[config.mk]
export PLATFORM = sky130hd
export DESIGN_NAME = dcm_lock_sequencer_flat
export DESIGN_NICKNAME = d
export VERILOG_FILES = /design/src/rtl/dcm_seq_pkg.sv /design/src/rtl/dcm_lock_sequencer_if.sv /design/src/rtl/sync_2ff.sv /design/src/rtl/dcm_lock_sequencer.sv /design/src/flat_wrapper.sv
export SDC_FILE = /design/constraint.sdc
export NUM_CORES = 1
export LEC_CHECK = 0
export CORE_ASPECT_RATIO = 0.8
export CORE_UTILIZATION = 35
export DETAILED_ROUTE_END_ITERATION = 7
export PLACE_DENSITY = 0.53
export SYNTH_ARGS = -nofsm -noshare
export SYNTH_HDL_FRONTEND = slang
export SYNTH_SLANG_ARGS = --single-unit
[constraint.sdc]
create_clock -name clkin -period 5.4 [get_ports clkin]
set_input_delay 0.81 -clock clkin [delete_from_list [all_inputs] [get_ports clkin]]
set_output_delay 0.81 -clock clkin [all_outputs]
set_load 0.01 [all_outputs]
[src/rtl/dcm_seq_pkg.sv]
// Shared definitions for the DCM lock sequencer.
//   dcm_state_e  : sequencer state encoding
//   DEF_*        : default timing / retry parameters
//   max3()       : largest of three ints, used to size the shared counter
package dcm_seq_pkg;

   typedef enum logic [2:0] {
      RESET_DCM = 3'd0,
      WAIT_LOCK = 3'd1,
      SETTLE    = 3'd2,
      RUN       = 3'd3,
      FAULT     = 3'd4
   } dcm_state_e;

   localparam int DEF_RST_CYCLES   = 8;
   localparam int DEF_LOCK_TIMEOUT = 4096;
   localparam int DEF_RELEASE_DLY  = 16;
   localparam int DEF_MAX_RETRY    = 3;

   function automatic int max3(input int a, input int b, input int c);
      int m;
      m = (a > b) ? a : b;
      return (m > c) ? m : c;
   endfunction

endpackage

[src/rtl/dcm_lock_sequencer_if.sv]
// DCM-side and downstream-reset signals of the lock sequencer.
//   locked     : DCM lock status (asynchronous)
//   dcm_reset  : DCM reset, active high
//   sys_reset  : downstream reset, active high
//   ready      : sequencer in RUN
//   fault      : sequencer in FAULT
//   lock_lost  : one-cycle pulse on lock loss in RUN
//   retry_cnt  : failed attempts since last RUN
// MAX_RETRY must match the value given to the sequencer instance.
interface dcm_lock_sequencer_if #(
   parameter int MAX_RETRY = dcm_seq_pkg::DEF_MAX_RETRY
);
   localparam int RW = $clog2(MAX_RETRY + 1);

   logic          locked;
   logic          dcm_reset;
   logic          sys_reset;
   logic          ready;
   logic          fault;
   logic          lock_lost;
   logic [RW-1:0] retry_cnt;

   modport master (
      input  locked,
      output dcm_reset, sys_reset, ready, fault, lock_lost, retry_cnt
   );

   modport slave (
      output locked,
      input  dcm_reset, sys_reset, ready, fault, lock_lost, retry_cnt
   );

endinterface

[src/rtl/sync_2ff.sv]
// Two-flop synchronizer for a single asynchronous level.
//   clk   : destination clock
//   rst_n : asynchronous active-low reset, output resets to 0
//   d     : asynchronous input
//   q     : synchronized output
module sync_2ff (
   input  logic clk,
   input  logic rst_n,
   input  logic d,
   output logic q
);

   logic meta;

   always_ff @(posedge clk or negedge rst_n) begin
      if (!rst_n) begin
         meta <= 1'b0;
         q    <= 1'b0;
      end else begin
         meta <= d;
         q    <= meta;
      end
   end

endmodule

[src/rtl/dcm_lock_sequencer.sv]
// DCM power-up / lock-loss sequencer. Holds the DCM in reset, waits for lock
// with timeout and bounded retries, qualifies a stable lock, then releases
// the downstream reset.
//   clkin   : input clock (same net as DCM clkin)
//   reset_n : asynchronous active-low reset
//   bus     : dcm_lock_sequencer_if.master (locked in; resets/status out)
// Optional build macro DCM_SEQ_FAULT_REARM_EN: FAULT re-arms after
// LOCK_TIMEOUT cycles instead of being terminal.
//
// state     | meaning
// RESET_DCM | dcm_reset held high for RST_CYCLES cycles
// WAIT_LOCK | DCM running, waiting for locked_s (LOCK_TIMEOUT limit)
// SETTLE    | locked_s must stay high for RELEASE_DLY cycles
// RUN       | sys_reset released, ready high
// FAULT     | retries exhausted, DCM and system held in reset
module dcm_lock_sequencer
   import dcm_seq_pkg::*;
#(
   parameter int RST_CYCLES   = DEF_RST_CYCLES,
   parameter int LOCK_TIMEOUT = DEF_LOCK_TIMEOUT,
   parameter int RELEASE_DLY  = DEF_RELEASE_DLY,
   parameter int MAX_RETRY    = DEF_MAX_RETRY
) (
   input  logic                  clkin,
   input  logic                  reset_n,
   dcm_lock_sequencer_if.master  bus
);

   localparam int CNT_W = $clog2(max3(RST_CYCLES, LOCK_TIMEOUT, RELEASE_DLY)) + 1;
   localparam int RW    = $clog2(MAX_RETRY + 1);

   // Terminal counts are one less than the cycle counts because the
   // counter is 0 on the first cycle in a state.
   localparam logic [CNT_W-1:0] RST_LAST = CNT_W'(RST_CYCLES - 1);
   localparam logic [CNT_W-1:0] TO_LAST  = CNT_W'(LOCK_TIMEOUT - 1);
   localparam logic [CNT_W-1:0] REL_LAST = CNT_W'(RELEASE_DLY - 1);
   localparam logic [RW-1:0]    RETRY_MAX = RW'(MAX_RETRY);

   dcm_state_e       state_q, state_d;
   logic [CNT_W-1:0] cnt_q, cnt_d;
   logic [RW-1:0]    retry_q, retry_d;
   logic             locked_s;
   logic             fail;
   logic             lost_d;
   logic             dcm_reset_q, sys_reset_q, ready_q, fault_q, lock_lost_q;

   sync_2ff u_lock_sync (
      .clk   (clkin),
      .rst_n (reset_n),
      .d     (bus.locked),
      .q     (locked_s)
   );

   always_comb begin
      state_d = state_q;
      fail    = 1'b0;
      lost_d  = 1'b0;
      retry_d = retry_q;

      case (state_q)
         RESET_DCM: if (cnt_q == RST_LAST) state_d = WAIT_LOCK;
         // Lock wins over a timeout on the same cycle.
         WAIT_LOCK: begin
            if (locked_s)              state_d = SETTLE;
            else if (cnt_q == TO_LAST) fail    = 1'b1;
         end
         SETTLE: begin
            if (!locked_s)              fail    = 1'b1;
            else if (cnt_q == REL_LAST) state_d = RUN;
         end
         RUN: begin
            if (!locked_s) begin
               state_d = RESET_DCM;
               lost_d  = 1'b1;
            end
         end
         FAULT: begin
`ifdef DCM_SEQ_FAULT_REARM_EN
            if (cnt_q == TO_LAST) begin
               state_d = RESET_DCM;
               retry_d = '0;
            end
`else
            state_d = FAULT;
`endif
         end
         default: state_d = RESET_DCM;
      endcase

      if (fail) begin
         if (retry_q == RETRY_MAX) begin
            state_d = FAULT;
         end else begin
            state_d = RESET_DCM;
            retry_d = retry_q + 1'b1;
         end
      end

      if (state_d == RUN && state_q != RUN) retry_d = '0;

      cnt_d = (state_d != state_q) ? '0 : cnt_q + 1'b1;
   end

   always_ff @(posedge clkin or negedge reset_n) begin
      if (!reset_n) begin
         state_q     <= RESET_DCM;
         cnt_q       <= '0;
         retry_q     <= '0;
         dcm_reset_q <= 1'b1;
         sys_reset_q <= 1'b1;
         ready_q     <= 1'b0;
         fault_q     <= 1'b0;
         lock_lost_q <= 1'b0;
      end else begin
         state_q     <= state_d;
         cnt_q       <= cnt_d;
         retry_q     <= retry_d;
         dcm_reset_q <= (state_d == RESET_DCM) || (state_d == FAULT);
         sys_reset_q <= (state_d != RUN);
         ready_q     <= (state_d == RUN);
         fault_q     <= (state_d == FAULT);
         lock_lost_q <= lost_d;
      end
   end

   assign bus.dcm_reset = dcm_reset_q;
   assign bus.sys_reset = sys_reset_q;
   assign bus.ready     = ready_q;
   assign bus.fault     = fault_q;
   assign bus.lock_lost = lock_lost_q;
   assign bus.retry_cnt = retry_q;

endmodule

[src/flat_wrapper.sv]
// flat-port wrapper written by rule: the top's interface ports become plain ports
module dcm_lock_sequencer_flat import dcm_seq_pkg::*;
#(
   parameter int RST_CYCLES   = DEF_RST_CYCLES,
   parameter int LOCK_TIMEOUT = DEF_LOCK_TIMEOUT,
   parameter int RELEASE_DLY  = DEF_RELEASE_DLY,
   parameter int MAX_RETRY    = DEF_MAX_RETRY
)
  (clkin, reset_n, bus_locked, bus_dcm_reset, bus_sys_reset, bus_ready, bus_fault, bus_lock_lost, bus_retry_cnt);
  dcm_lock_sequencer_if #(.MAX_RETRY(MAX_RETRY)) bus_i ();
  input  logic clkin;
  input  logic reset_n;
  input wire logic [$bits(bus_i.locked)-1:0] bus_locked;
  output wire logic [$bits(bus_i.dcm_reset)-1:0] bus_dcm_reset;
  output wire logic [$bits(bus_i.sys_reset)-1:0] bus_sys_reset;
  output wire logic [$bits(bus_i.ready)-1:0] bus_ready;
  output wire logic [$bits(bus_i.fault)-1:0] bus_fault;
  output wire logic [$bits(bus_i.lock_lost)-1:0] bus_lock_lost;
  output wire logic [$bits(bus_i.retry_cnt)-1:0] bus_retry_cnt;
  assign bus_i.locked = bus_locked;
  assign bus_dcm_reset = bus_i.dcm_reset;
  assign bus_sys_reset = bus_i.sys_reset;
  assign bus_ready = bus_i.ready;
  assign bus_fault = bus_i.fault;
  assign bus_lock_lost = bus_i.lock_lost;
  assign bus_retry_cnt = bus_i.retry_cnt;
  dcm_lock_sequencer #(.RST_CYCLES(RST_CYCLES), .LOCK_TIMEOUT(LOCK_TIMEOUT), .RELEASE_DLY(RELEASE_DLY), .MAX_RETRY(MAX_RETRY)) u_core (.clkin(clkin), .reset_n(reset_n), .bus(bus_i));
endmodule
# Word-level counts from Yosys, hierarchy flattened
# Index checks and enable logic that the tools add are counted.
# totals
regBits	25
input_bits	3
# op_classes
addsub	2
eq_ne	14
n_mux	17
reduce_logical	6
# op_table
operator	n
$mux W3	7
$pmux W3 S5	1
$add A13 B1 Y13 const B	1
$eq A13 B12 Y1 const B	1
$eq A13 B3 Y1 const B	1
$eq A13 B4 Y1 const B	1
$mux W13	1
$eq A3 B2 Y1 const B	3
$eq A3 B3 Y1 const B	2
$logic_not A3 Y1	2
$mux W2	3
$ne A3 B2 Y1 const B	2
$mux W1	4
$eq A3 B1 Y1 const B	1
$ne A3 B3 Y1	1
$add A2 B1 Y2 const B	1
$eq A2 B2 Y1 const B	1
$ne A2 B2 Y1 const B	1
$pmux W1 S2	1
$reduce_and A2 Y1	1
$reduce_bool A2 Y1	1
$logic_and A1 B1 Y1	1
$logic_or A1 B1 Y1	1

# Longest topological paths before layout
# depth
depth_word	9
mapped_depth	6

# Hierarchy
# A second synthesis with hierarchy kept.
# hier_totals
hier_cells	117
hier_area_um2	1167.4
# by_module_without_submodules
module	instances	cells_each	area_per_inst_um2	seq_area_each_um2
dcm_lock_sequencer	1	115	1117.3	578.1
sync_2ff	1	2	50.0	50.0

# Worst setup path before layout
# No wires, ideal clock.
# synth_timing
path_kind	register -> register
startpoint	register u_core.cnt_q[0]
endpoint	register u_core.ready_q, in the netlist u_core.bus.ready
setup_time_ps	120
t_arrival_ps	1785
t_required_ps	5280
path_slack_ps	3495
stages_incl_launch_ff	6
n_path_buf	0
period_less_slack_ps	1905
cell_sequence	dfrtp_1 -> ha_1 -> nand4_4 -> or4_4 -> or3b_4 -> and3_1
# synth_via
elab_chain_len	6
# synth_rtl
item	line	rtl
from (decl)	dcm_lock_sequencer.sv:40	logic [CNT_W-1:0] cnt_q, cnt_d;
from (signal assigned)	dcm_lock_sequencer.sv:116	cnt_q <= cnt_d;
$eq A13 B4 Y1 / $eq A13 B12 Y1 (equally long branches)	dcm_lock_sequencer.sv:69, dcm_lock_sequencer.sv:65	
$mux W3 / $mux W1 (equally long branches)	dcm_lock_sequencer.sv:69, dcm_lock_sequencer.sv:65	
$mux W3 / $mux W1 (equally long branches)	dcm_lock_sequencer.sv:68, dcm_lock_sequencer.sv:64	
$pmux W3 S5 / $pmux W1 S2 (equally long branches)	dcm_lock_sequencer.sv:60	case (state_q)
$mux W3 *	dcm_lock_sequencer.sv:90	if (fail) begin
$eq A3 B2 Y1 *	dcm_lock_sequencer.sv:120	ready_q <= (state_d == RUN);
to (signal assigned)	dcm_lock_sequencer.sv:120	
to (decl)	dcm_lock_sequencer.sv:45	logic dcm_reset_q, sys_reset_q, ready_q, fault_q, lock_lost_q;
# Every way passes the cells marked *; elsewhere a longest branch is shown, timed or not.
# A chain may end at the register's enable or synchronous reset.

# Final worst setup path
# layout_timing
startpoint	register u_core.cnt_q[0]
endpoint	register u_core.retry_q[1], in the netlist u_core.bus.retry_cnt[1]
# layout_via
elab_chain_len	9
# layout_rtl
item	line	rtl
$eq A13 B4 Y1 / $eq A13 B12 Y1 (equally long branches)	dcm_lock_sequencer.sv:69, dcm_lock_sequencer.sv:65	
$mux W3 / $mux W1 (equally long branches)	dcm_lock_sequencer.sv:69, dcm_lock_sequencer.sv:65	
$mux W3 / $mux W1 (equally long branches)	dcm_lock_sequencer.sv:68, dcm_lock_sequencer.sv:64	
$pmux W3 S5 / $pmux W1 S2 (equally long branches)	dcm_lock_sequencer.sv:60	
$mux W3	dcm_lock_sequencer.sv:90	
$eq A3 B2 Y1	dcm_lock_sequencer.sv:99	if (state_d == RUN && state_q != RUN) retry_d = '0;
$logic_and A1 B1 Y1	dcm_lock_sequencer.sv:99	
$ne A2 B2 Y1 (no line) / $reduce_bool A2 Y1 (equally long branches)	--	
$reduce_and A2 Y1 (no line)	--	
to (signal assigned)	dcm_lock_sequencer.sv:117	retry_q <= retry_d;
to (decl)	dcm_lock_sequencer.sv:41	logic [RW-1:0] retry_q, retry_d;
# Several ways; a longest one is shown, not always the timed one.

==> metrics.txt <==
status finished clean; Setup Fix Bufs, Post-CTS 0; DIE WIDTH approximately 72 um; most frequent cells after synthesis 23 x dfrtp_1, 20 x nor2_1, 9 x nor3_1, 8 x nand2_1, 8 x xnor2_1; Data arrival, critical path roughly 2.4 ns; maximum vdd drop 0.207 mV; Reg2Reg Depth 5; cell taking the most area after synthesis dfrtp_1; GPL Wtd Cong 0.803; most frequent cell after synthesis dfrtp_1; crit path max-delay cell type nor4_1; Clock Skew 0.00194 ns; dpl hpwl 2000 um; Max Slew Vio Count 0; Cell Area, Synth approximately 1400 um^2; Rows 19; Port Buf Inserts 9; Placement Setup Slack 3.19 ns; Leak 0.000605 uW; Core ar. roughly 3600 um^2; number of non-filler instances in the completed layout 190; CTS Buf Count 3; sequential area share after synthesis 0.462; H-tree depth 1; number of global-route vias before repair about 990; Power Dens Cells 402 nW/um^2; share of the synthesized area in the top cell type 0.424; CP peak stage delay 0.67 ns; CP endpoint u_core.bus.retry_cnt[1]; mean routed wirelength per cell 14.9 um; CTS tree built; Syn-to-layout area delta 11.7%; Post-Syn Instances 143; Final #Nets 154; chip height between 50 and 60 um; Hold Slack 0.354 ns; synthesized flop and latch total 25; leading post-synthesis cells by cell area dfrtp_1 42%, nor2_1 5.5%, xnor2_1 5.2%; Initial Util 0.381; CP startpoint u_core.cnt_q[0]; worst hold-check path type reg -> reg; 1st-pass router iterations 4; Synth Warn # 0; Worst Tran Pin Value roughly 1.1 ns; Setup TNS Final 0 ns; # clock sinks 25; CP Class reg -> reg; reg-to-reg slack, setup 3.26 ns; RSZ-0062 raised after global routing false; synthesized area per cell 9.50 um^2; placed cell count 186; Worst-Skew Late Latency 0.27 ns; f_max between 0.4 and 0.5 GHz; DRC 0; Synth async-reset ratio 1.00; final setup vio count 0; gr ovfl total 0; total of max-cap violations 0; first-pass GRT wire length 4870 um; hold_buf cts 0; Initial DRC Count 53; Final Hold Viols 0; io pins 10; post-cts sizing count 0; routed vias/inst 5.52; Antenna Violating Nets Remaining 0; Max clock buf depth 2; Rel. slew slack 0.268; Global Route Usage Sum 0.155; worst path cell trace ha_1 > nand4_4 > nor4_1 > mux2_2 > a21oi_1; fraction of layout cells with a size suffix above 1 0.0878; Reg2Reg Launch Point u_core.cnt_q[0]; EDFF count, synth 0; Netlist cell types 38; CP Launch Type register; period utilisation layout 0.397; Final Worst Setup Slack 3.26 ns; syn nets about 150; r2r endpoint u_core.bus.retry_cnt[1]; Root Buffer clkbuf_8; largest net degree at the start of global routing 26; Final min period 2.14 ns; initial antenna violation count 0; CP Capture Type register; Main synth FF type dfrtp_1; Critical Path RT about 5.6 ns; Diodes inserted 0; critical-path maximum fanout 6; DRT Wirelength ~2800 um; total number of vias 1,048; Clock transition at path regs 0.09 ns; die area 4140 um^2
-- cells by family (layout without fill, tap and decap cells) --
kind of cell	after synthesis	after routing	synth area share
and+or+nand+nor	75	75	0.309
DFF	25	25	0.462
AOI/OAI and AO/OA	17	17	0.0838
xor gates and xnor gates	13	13	0.0838
buffers and inverters	9	14	0.0267
adders and majority gates	2	2	0.0184
muxes	2	2	0.0157
-- registers in the layout (all words and copies together) (netlist names) --
register and count:
u_core.bus.dcm_reset 1, u_core.state_q 3, u_core.cnt_q 13, u_core.u_lock_sync.q 1, u_core.u_lock_sync.meta 1, u_core.bus.retry_cnt 2
u_core.bus.sys_reset 1, u_core.bus.fault 1, u_core.bus.lock_lost 1, u_core.bus.ready 1
-- worst min path at each step --
stage,cells past startpoint,from,end
2_1_floorplan,0,u_core.u_lock_sync.meta,u_core.u_lock_sync.q
3_3_place_gp,0,u_core.u_lock_sync.meta,u_core.u_lock_sync.q
3_5_place_dp,0,u_core.u_lock_sync.meta,u_core.u_lock_sync.q
4_1_cts,0,u_core.u_lock_sync.meta,u_core.u_lock_sync.q
5_1_grt,0,u_core.u_lock_sync.meta,u_core.u_lock_sync.q
6_report,0,u_core.u_lock_sync.meta,u_core.u_lock_sync.q
-- critical path, delay by kind of cell, from the launching register on --
family,cells,cell delay (ns)
AND/OR/NAND/NOR,2,0.84
flip-flops,1,0.41
multiplexers,1,0.40
adder cells (fa/ha/maj),1,0.31
AO/OA/AOI/OAI,1,0.11
-- metrics by stage --
stage / cell area, um^2 / power (uW) / utilization
after global placement: 1470 / 492 / 0.412
after global routing: 1520 / 658 / 0.426
after detailed placement: 1470 / 499 / 0.412
after CTS: 1520 / 615 / 0.426
after floorplan: 1360 / 442 / -
final: 1520 / 610 / 0.426
-- cell type report --
cell class,count,area [um^2]
inverter,1,3.75
tap,42,52.6
fill,358,2050
multi-input combinational,109,694
clock inverter,1,7.51
timing repair buffer,9,90.1
sequential,25,628
clock buffer,3,41.3
-- cells in the final DEF (no fill, tap or decap), types with 6 or more instances in the layout --
master,count
a21oi_1,7
clkdlybuf4s50_1,9
dfrtp_1,23
nand2_1,8
nand2b_1,6
nor2_1,20
nor3_1,9
xnor2_1,8
-- layer usage --
layer  share of wire  global-route usage  up-vias
met1            0.55               0.238      505
met3           0.035              0.0417        5
li1                -                   -      520
met2            0.40               0.209       18
met5               0                   0        -
met4           0.011              0.0504        0
-- power breakdown --
part	leakage [uW]	internal [uW]	switching [uW]
clock network	0.0000217	52.3	60.9
registers	0.000318	225	69.2
logic	0.000265	94.0	109
Note: power is estimated with default switching activity, not from simulation.
